## config.mk

```make
export PLATFORM = sky130hd
export DESIGN_NAME = sha256_msg_loader
export DESIGN_NICKNAME = d
export VERILOG_FILES = /design/src/rtl/sha256_pkg.sv /design/src/rtl/sha256_msg_loader.sv
export SDC_FILE = /design/constraint.sdc
export NUM_CORES = 1
export LEC_CHECK = 0
export ABC_AREA = 1
export CORE_UTILIZATION = 45
export DETAILED_ROUTE_END_ITERATION = 7
export PLACE_DENSITY = 0.73
export RECOVER_POWER = 25
export SETUP_SLACK_MARGIN = 0.02
export SLEW_MARGIN = 10
export SYNTH_ARGS = -nofsm -noshare
export SYNTH_HDL_FRONTEND = slang
export SYNTH_SLANG_ARGS = --single-unit
export TNS_END_PERCENT = 20
```

## constraint.sdc

```tcl
create_clock -name i_clk -period 3.27 [get_ports i_clk]
set_input_delay 0.4905 -clock i_clk [delete_from_list [all_inputs] [get_ports i_clk]]
set_output_delay 0.4905 -clock i_clk [all_outputs]
set_load 0.02 [all_outputs]
```

## src/rtl/sha256_pkg.sv

```systemverilog
// sha256_pkg: address map, status codes and loader state encoding shared with the core
package sha256_pkg;
  localparam logic [6:0] W_MEM_LAST        = 7'd63;
  localparam logic [6:0] IDLE_ADDR         = 7'd64;
  localparam logic [6:0] STATUS_REG        = 7'd65;
  localparam logic [6:0] DIGEST_START_ADDR = 7'd70;
  localparam logic [6:0] DIGEST_END_ADDR   = 7'd101;
  localparam logic [7:0] STATUS_START      = 8'h01;
  typedef enum logic [3:0] {
    ST_CRST, ST_RECV, ST_PAD, ST_START, ST_WAIT, ST_READ, ST_ACK, ST_DONE, ST_DRAIN
  } loader_state_e;
endpackage

```

## src/rtl/sha256_msg_loader.sv

```systemverilog
// sha256_msg_loader: pads a 1..55 byte message into one block, drives sha256_core, returns the digest
module sha256_msg_loader
  import sha256_pkg::*;
#(
  parameter int CORE_RST_CYCLES = 2,
  parameter int IRQ_TIMEOUT     = 127
) (
  input  logic         i_clk,
  input  logic         i_rst_n,
  input  logic [7:0]   i_s_data,
  input  logic         i_s_valid,
  input  logic         i_s_last,
  output logic         o_s_ready,
  output logic [255:0] o_digest,
  output logic         o_digest_valid,
  input  logic         i_digest_ready,
  output logic         o_err,
  output logic         o_core_rst_n,
  output logic [6:0]   o_w_addr,
  output logic [7:0]   o_data8,
  output logic         o_we,
  input  logic         i_irq,
  input  logic [7:0]   i_data_mux
);
  localparam int CW = $clog2(IRQ_TIMEOUT + 1);
  loader_state_e state, state_d;
  logic [5:0] n, n_d;
  logic [4:0] j, j_d;
  logic [CW-1:0] cnt, cnt_d;
  logic we_d, err_d, acc;
  logic [6:0] addr_d;
  logic [7:0] data8_d;
  logic [255:0] digest_d;
  logic [15:0] bitlen;
  logic [5:0] b;
  assign acc = i_s_valid & o_s_ready;
  assign bitlen = {7'd0, n, 3'd0};
  // cnt doubles as core-reset timer, pad byte pointer and irq timeout
  assign b = cnt[5:0];
  // next state and next values of every registered output
  always_comb begin
    state_d = state;
    n_d = n;
    j_d = j;
    cnt_d = cnt;
    we_d = 1'b0;
    addr_d = IDLE_ADDR;
    data8_d = 8'h00;
    digest_d = o_digest;
    err_d = 1'b0;
    case (state)
      ST_CRST: begin
        n_d = '0;
        cnt_d = cnt + 1'b1;
        if (cnt == CW'(CORE_RST_CYCLES - 1)) begin
          state_d = ST_RECV;
          cnt_d = '0;
        end
      end
      ST_RECV: if (acc) begin
        n_d = n + 6'd1;
        if (n == 6'd55) begin
          state_d = i_s_last ? ST_CRST : ST_DRAIN;
          err_d = i_s_last;
          cnt_d = '0;
        end else begin
          we_d = 1'b1;
          addr_d = W_MEM_LAST - {1'b0, n};
          data8_d = i_s_data;
          if (i_s_last) begin
            state_d = ST_PAD;
            cnt_d = CW'(n + 6'd1);
          end
        end
      end
      ST_PAD: begin
        we_d = 1'b1;
        addr_d = W_MEM_LAST - {1'b0, b};
        data8_d = (b == n) ? 8'h80 : (b == 6'd62) ? bitlen[15:8] : (b == 6'd63) ? bitlen[7:0] : 8'h00;
        cnt_d = cnt + 1'b1;
        if (b == 6'd63) state_d = ST_START;
      end
      ST_START: begin
        we_d = 1'b1;
        addr_d = STATUS_REG;
        data8_d = STATUS_START;
        cnt_d = '0;
        state_d = ST_WAIT;
      end
      ST_WAIT: begin
        if (i_irq) begin
          state_d = ST_READ;
          j_d = '0;
          addr_d = DIGEST_START_ADDR;
        end else if (cnt == CW'(IRQ_TIMEOUT - 1)) begin
          err_d = 1'b1;
          state_d = ST_CRST;
          cnt_d = '0;
        end else cnt_d = cnt + 1'b1;
      end
      ST_READ: begin
        digest_d[{j, 3'b000} +: 8] = i_data_mux;
        j_d = j + 5'd1;
        addr_d = DIGEST_START_ADDR + {2'b00, j} + 7'd1;
        if (o_w_addr == DIGEST_END_ADDR) begin
          state_d = ST_ACK;
          addr_d = IDLE_ADDR;
        end
      end
      ST_ACK: begin
        we_d = 1'b1;
        addr_d = STATUS_REG;
        data8_d = STATUS_START;
        state_d = ST_DONE;
      end
      ST_DONE: if (i_digest_ready) begin
        state_d = ST_CRST;
        cnt_d = '0;
      end
      ST_DRAIN: if (acc && i_s_last) begin
        err_d = 1'b1;
        state_d = ST_CRST;
        cnt_d = '0;
      end
      default: begin
        state_d = ST_CRST;
        cnt_d = '0;
      end
    endcase
  end
  // state, counters and all outputs are registered
  always_ff @(posedge i_clk or negedge i_rst_n) begin
    if (!i_rst_n) begin
      state <= ST_CRST;
      n <= '0;
      j <= '0;
      cnt <= '0;
      o_core_rst_n <= 1'b0;
      o_s_ready <= 1'b0;
      o_we <= 1'b0;
      o_w_addr <= IDLE_ADDR;
      o_data8 <= 8'h00;
      o_digest <= '0;
      o_digest_valid <= 1'b0;
      o_err <= 1'b0;
    end else begin
      state <= state_d;
      n <= n_d;
      j <= j_d;
      cnt <= cnt_d;
      o_core_rst_n <= state_d != ST_CRST;
      o_s_ready <= state_d == ST_RECV || state_d == ST_DRAIN;
      o_we <= we_d;
      o_w_addr <= addr_d;
      o_data8 <= data8_d;
      o_digest <= digest_d;
      o_digest_valid <= state_d == ST_DONE;
      o_err <= err_d;
    end
  end
endmodule

```

Word-level counts from Yosys, hierarchy flattened
Index checks and enable logic that the tools add are counted.

Add/subtract/negate cells: 9. Equality and inequality tests: 24. Shift operators: 2. Multiplexer cells: 46. Bitwise gates (word level): 2. Reduce and logical (&&, ||, !) cells: 12.

Operators by type and width (count): bitwise mux 256 bit (1); variable shift 8 x 10 -> 256 bit, first input constant (1); variable part select 8 x 10 -> 256 bit (1); 2-to-1 mux 7 bit (11); one-hot mux 7 bit (7 select lines) (1); 2-to-1 mux 4 bit (11); 2-to-1 mux 8 bit (5); one-hot mux 4 bit (9 select lines) (1); one-hot mux 7 bit (5 select lines) (1); one-hot mux 8 bit (3 select lines) (1); equality test 4 x 3 -> 1 bit, second input constant (5); equality test 6 bit, second input constant (3); adder 7 x 1 -> 7 bit, second input constant (2); equality test 7 bit, second input constant (2); subtractor 6 x 6 -> 7 bit, first input constant (2); one-hot mux 6 bit (2 select lines) (1); != test 2 bit, second input constant (5); negator 8 -> 10 bit (1); one-hot mux 5 bit (2 select lines) (1); equality test 4 x 1 -> 1 bit, second input constant (2); equality test 4 x 2 -> 1 bit, second input constant (2); equality test 4 bit, second input constant (2); adder 6 x 1 -> 7 bit, second input constant (1); adder 7 x 5 -> 7 bit, first input constant (1); other kinds (22) (31).

Flip-flop bits (word level): 298. Input bits: 22. Output and inout bits: 276.

Depth between registers and ports, before layout
Depth in word-level cells: 6. Gate-level depth with buffers: 12. Depth with buffers taken out: 11.

Worst setup path before layout
Ideal clock, no wire load.

Kind: register -> register. From: register j[0]. To: register o_digest[176]. Arrival time: 1.934 ns. Required time: 3.203 ns. Slack: 1.269 ns. Stages on the path, launching flop included: 10. Path buffers: 1. Clock period less this slack: 2.001 ns. Cells stage by stage: dfrtp_1 -> inv_2 -> ha_1 -> buf_2 -> inv_1 -> nor2_1 -> inv_1 -> nor3_1 -> nand3_1 -> nand2_1.

Cells in the longest elaborated chain, start to end: 3.

Ends and longest elaborated chain: start: declaration (line sha256_msg_loader.sv:28) `logic [4:0] j, j_d;`; start signal: assignment (line sha256_msg_loader.sv:149) `j <= j_d;`; negator 8 -> 10 bit * (line sha256_msg_loader.sv:102) `digest_d[{j, 3'b000} +: 8] = i_data_mux;`; variable part select 8 x 10 -> 256 bit or variable shift 8 x 10 -> 256 bit (tied branches) (line sha256_msg_loader.sv:102); bitwise mux 256 bit * (line sha256_msg_loader.sv:102); end signal: assignment (line sha256_msg_loader.sv:156) `o_digest <= digest_d;`; end: declaration (line sha256_msg_loader.sv:14) `output logic [255:0] o_digest,`.

Mark *: on every way between the ends. The rest lies on a longest branch, timed or not. A chain may end at the register's enable or synchronous reset.

Final worst setup path
From: register j[1]. To: register o_digest[160].

Same word-level chain as after synthesis.

==> impl_metrics.toml <==
[outcome]
status = "finished, violations left"
failed_checks = "max-capacitance violations, max-slew violations"

[clock_tree]
clock_sinks = 298
root_buffer = "clkbuf_16"
clkTransAtPathRegs_ps = 60
max-clock-path-buffers = 3
numCtsBuffers = 34
cts_tree = "yes"
cts_setup_buffers = 0
cts.hold.buffers_added = 0
cts-htree-levels = 2
insertion_delay_ps = 520
cts_resized = 0

[grt]
antenna_found_initial = 0
overflow = 0
grtUsageTotal_pct = 28.53
grt_start_max_net_pins = 88
grt_pass1_vias = 10930
grt_pass1_wl_microns = 62660

[yosys]
ys_ff_latch = 298
synth_flop_cell = "dfrtp_1"
ys_seq_area_share_pct = 59.04
synth_area_per_cell_sq_um = 8.410
ys_async_sr_fraction_pct = 100.0
ys_top_cells_by_area = "dfrtp_1 59%, nand2_1 22%, o21ai_0 3.4%"
yosys_warnings = 0
synth_edf_count = 0
synth_top_area_share_pct = 58.84
netlist_area_sq_mm = 0.01263
syn_nets = 1533
synth_top_area_cell = "dfrtp_1"
yosysUniqueCellTypes = 35
syn-instance-count = 1502

[setup_path]
cp.arrival_ps = 3270
path_max_fanout = 13
crit_type = "flip-flop to flip-flop"
crit_path_end_kind = "flip-flop"
crit_required_ps = 3680
critPathLaunchType = "flip-flop"

[die]
start_util_pct = 46.35
die_w_microns = 169.5
ios = 298
die_y_microns = 169.5
design.die.area_sq_mm = 0.02875
num_rows = 60
core_sq_mm = 0.02725

[timing]
finalSetupViolCount = 0
hold_viol = 0
period_share_pct = 87.38
fin_crit_ps = 2857
finalSetupTns_ps = 0
tightest_slew_ps = 2310
slew_viol_final = 84
clock.fmax_ghz = 0.3500
rsz0062_at_grt = "no"
relSlewSlack_pct = -54.02
skew_ps = 19.27

[layout]
layout-drive-gt1-share_pct = 6.811
syn2layout_area_growth_pct = 36.60
antennaDiodeCount = 0
nNetsFinal = 1855
fin_cells = 2222

[placed_design]
hpwlAfterDp_microns = 28630
place.gp.congestion = 0.9349
dp.cells = 2160
placement.io_buffers = 297

[detailed_routing]
first_pass_iters = 5
drc = 0
drt-vias-per-instance = 5.172
drtAntennaViolNets = 0
post_drt_wl_per_cell_microns = 18.08
vias = 11490
drt_iter0_markers = 890
routed_wl_microns = 40180

[worst_hold_path]
hold_class = "flip-flop to flip-flop"

[power_and_ir_drop]
powerDensity_mw_per_mm2 = 1087
ir_drop_uv = 587.6
leakagePower_uw = 0.008220

[flow_run]
drv_cap = 1
==> cells by family (layout without fill, tap and decap cells) <==
kind of cell	Yosys count	after routing	share of synthesized area, %
adders and majority gates	9	9	0.8915
AOI/OAI and AO/OA	119	119	5.042
DFF	298	298	59.04
buffers and inverters	118	466	3.704
and+or+nand+nor	952	952	30.90
xor gates and xnor gates	6	6	0.4160
==> layout make-up <==
cell class	instances	area (sq um)
tap	372	465.4
fill	2277	9996
timing repair buffer	311	3110
multi-input combinational	1086	4706
inverter	93	351.6
clock buffer	47	969.7
sequential	298	7458
clock inverter	15	193.9
==> Yosys cell counts (3+ instances only) <==
| cell type | instances |
|---|---|
| nand4_1 | 21 |
| clkbuf_1 | 12 |
| o22ai_1 | 4 |
| inv_2 | 12 |
| nor2_2 | 17 |
| buf_4 | 3 |
| inv_1 | 80 |
| nand3_1 | 58 |
| dfrtp_1 | 297 |
| o21ai_0 | 86 |
| buf_2 | 9 |
| nor2_1 | 77 |
| nor3_1 | 20 |
| nand2_1 | 734 |
| a21oi_1 | 7 |
| nor2_4 | 5 |
| nand2_2 | 12 |
| xor2_1 | 6 |
| ha_1 | 9 |
| nand3_2 | 3 |
| o21ai_1 | 10 |
==> metrics by stage <==
step | instance area, sq um | hold WS [ps] | total power, uW | util, % | setup WS (ps)
CTS | 17270 | 10.29 | 18820 | 63.36 | 470.3
global placement | 16100 | 454.8 | 14690 | 59.09 | 650.2
global route | 17260 | 489.2 | 19760 | 63.32 | 192.4
detailed placement | 16100 | 457.1 | 14820 | 59.09 | 505.4
floorplan | 12630 | 194.9 | 10470 | - | 1269
finish | 17260 | 467.6 | 18760 | 63.32 | 412.7
==> power by group <==
part	switching [uW]	total [uW]	internal (uW)
Clock	1520	3920	2400
Combinational	5330	8710	3380
Sequential	979	6130	5150
Total	7830	18800	10900
==> registers in the layout, summed over array words and instances, names as in the netlist <==
signal,cells
o_core_rst_n,1
o_digest,256
n,6
o_we,1
cnt,7
state,4
o_w_addr,7
o_err,1
j,5
o_digest_valid,1
o_data8,8
o_s_ready,1
==> path summary, 6_finish.rpt <==
path / start / to / slack [ps] / cells after the start
worst max-delay path: j[1]$_DFFE_PN0P_ / o_digest[160]$_DFFE_PN0P_ / 410 / 9
worst min-delay path: o_digest[23]$_DFFE_PN0P_ / o_digest[23]$_DFFE_PN0P_ / 470 / 2
worst max register to register: j[1]$_DFFE_PN0P_ / o_digest[160]$_DFFE_PN0P_ / 410 / 9
worst min register to register: o_digest[23]$_DFFE_PN0P_ / o_digest[23]$_DFFE_PN0P_ / 470 / 2
max in group asynchronous: i_rst_n / o_digest[201]$_DFFE_PN0P_ / 1250 / 1
min in group asynchronous: i_rst_n / o_s_ready$_DFF_PN0_ / 670 / 1
==> critical path, stage by stage (launching register included) <==
cell and delay (ps):
dfrtp_1 450, inv_2 130, ha_1 230, nand3_1 130, nand2_2 190, nand2_1 310
nor2_2 520, buf_4 320, nand2_1 210, o21ai_0 260
==> routing by layer <==
layer	global-route usage (%)	vias up	part of all wire, %
met5	0	-	0
li1	-	5386	-
met4	11.20	0	3.7
met1	38.89	5534	43
met2	44.68	492	46
met3	6.063	81	7.8
==> placed cells by master, fill, tap and decap left out, types with 2 or more instances in the layout <==
cell type        synthesis  layout
nand2_1                734     734
dfrtp_1                297     297
clkdlybuf4s50_1          0     296
o21ai_0                 86      85
inv_1                   80      80
nor2_1                  77      77
nand3_1                 58      58
clkbuf_16                0      34
nand4_1                 21      21
nor3_1                  20      20
nor2_2                  17      17
inv_2                   12      12
nand2_2                 12      12
o21ai_1                 10      11
buf_4                    3      11
ha_1                     9       9
clkinv_2                 0       8
a21oi_1                  7       7
clkbuf_8                 0       7
xor2_1                   6       6
clkbuf_1                12       6
nor2_4                   5       5
o22ai_1                  4       4
bufinv_16                0       4
nand3_2                  3       3
buf_12                   0       3
o2111ai_1                2       2
a22oi_1                  2       2
o211ai_1                 2       2
o31ai_1                  2       2
nand2_4                  2       2
nor2_8                   2       2
inv_6                    0       2
Power figures use the tool's default switching activity.
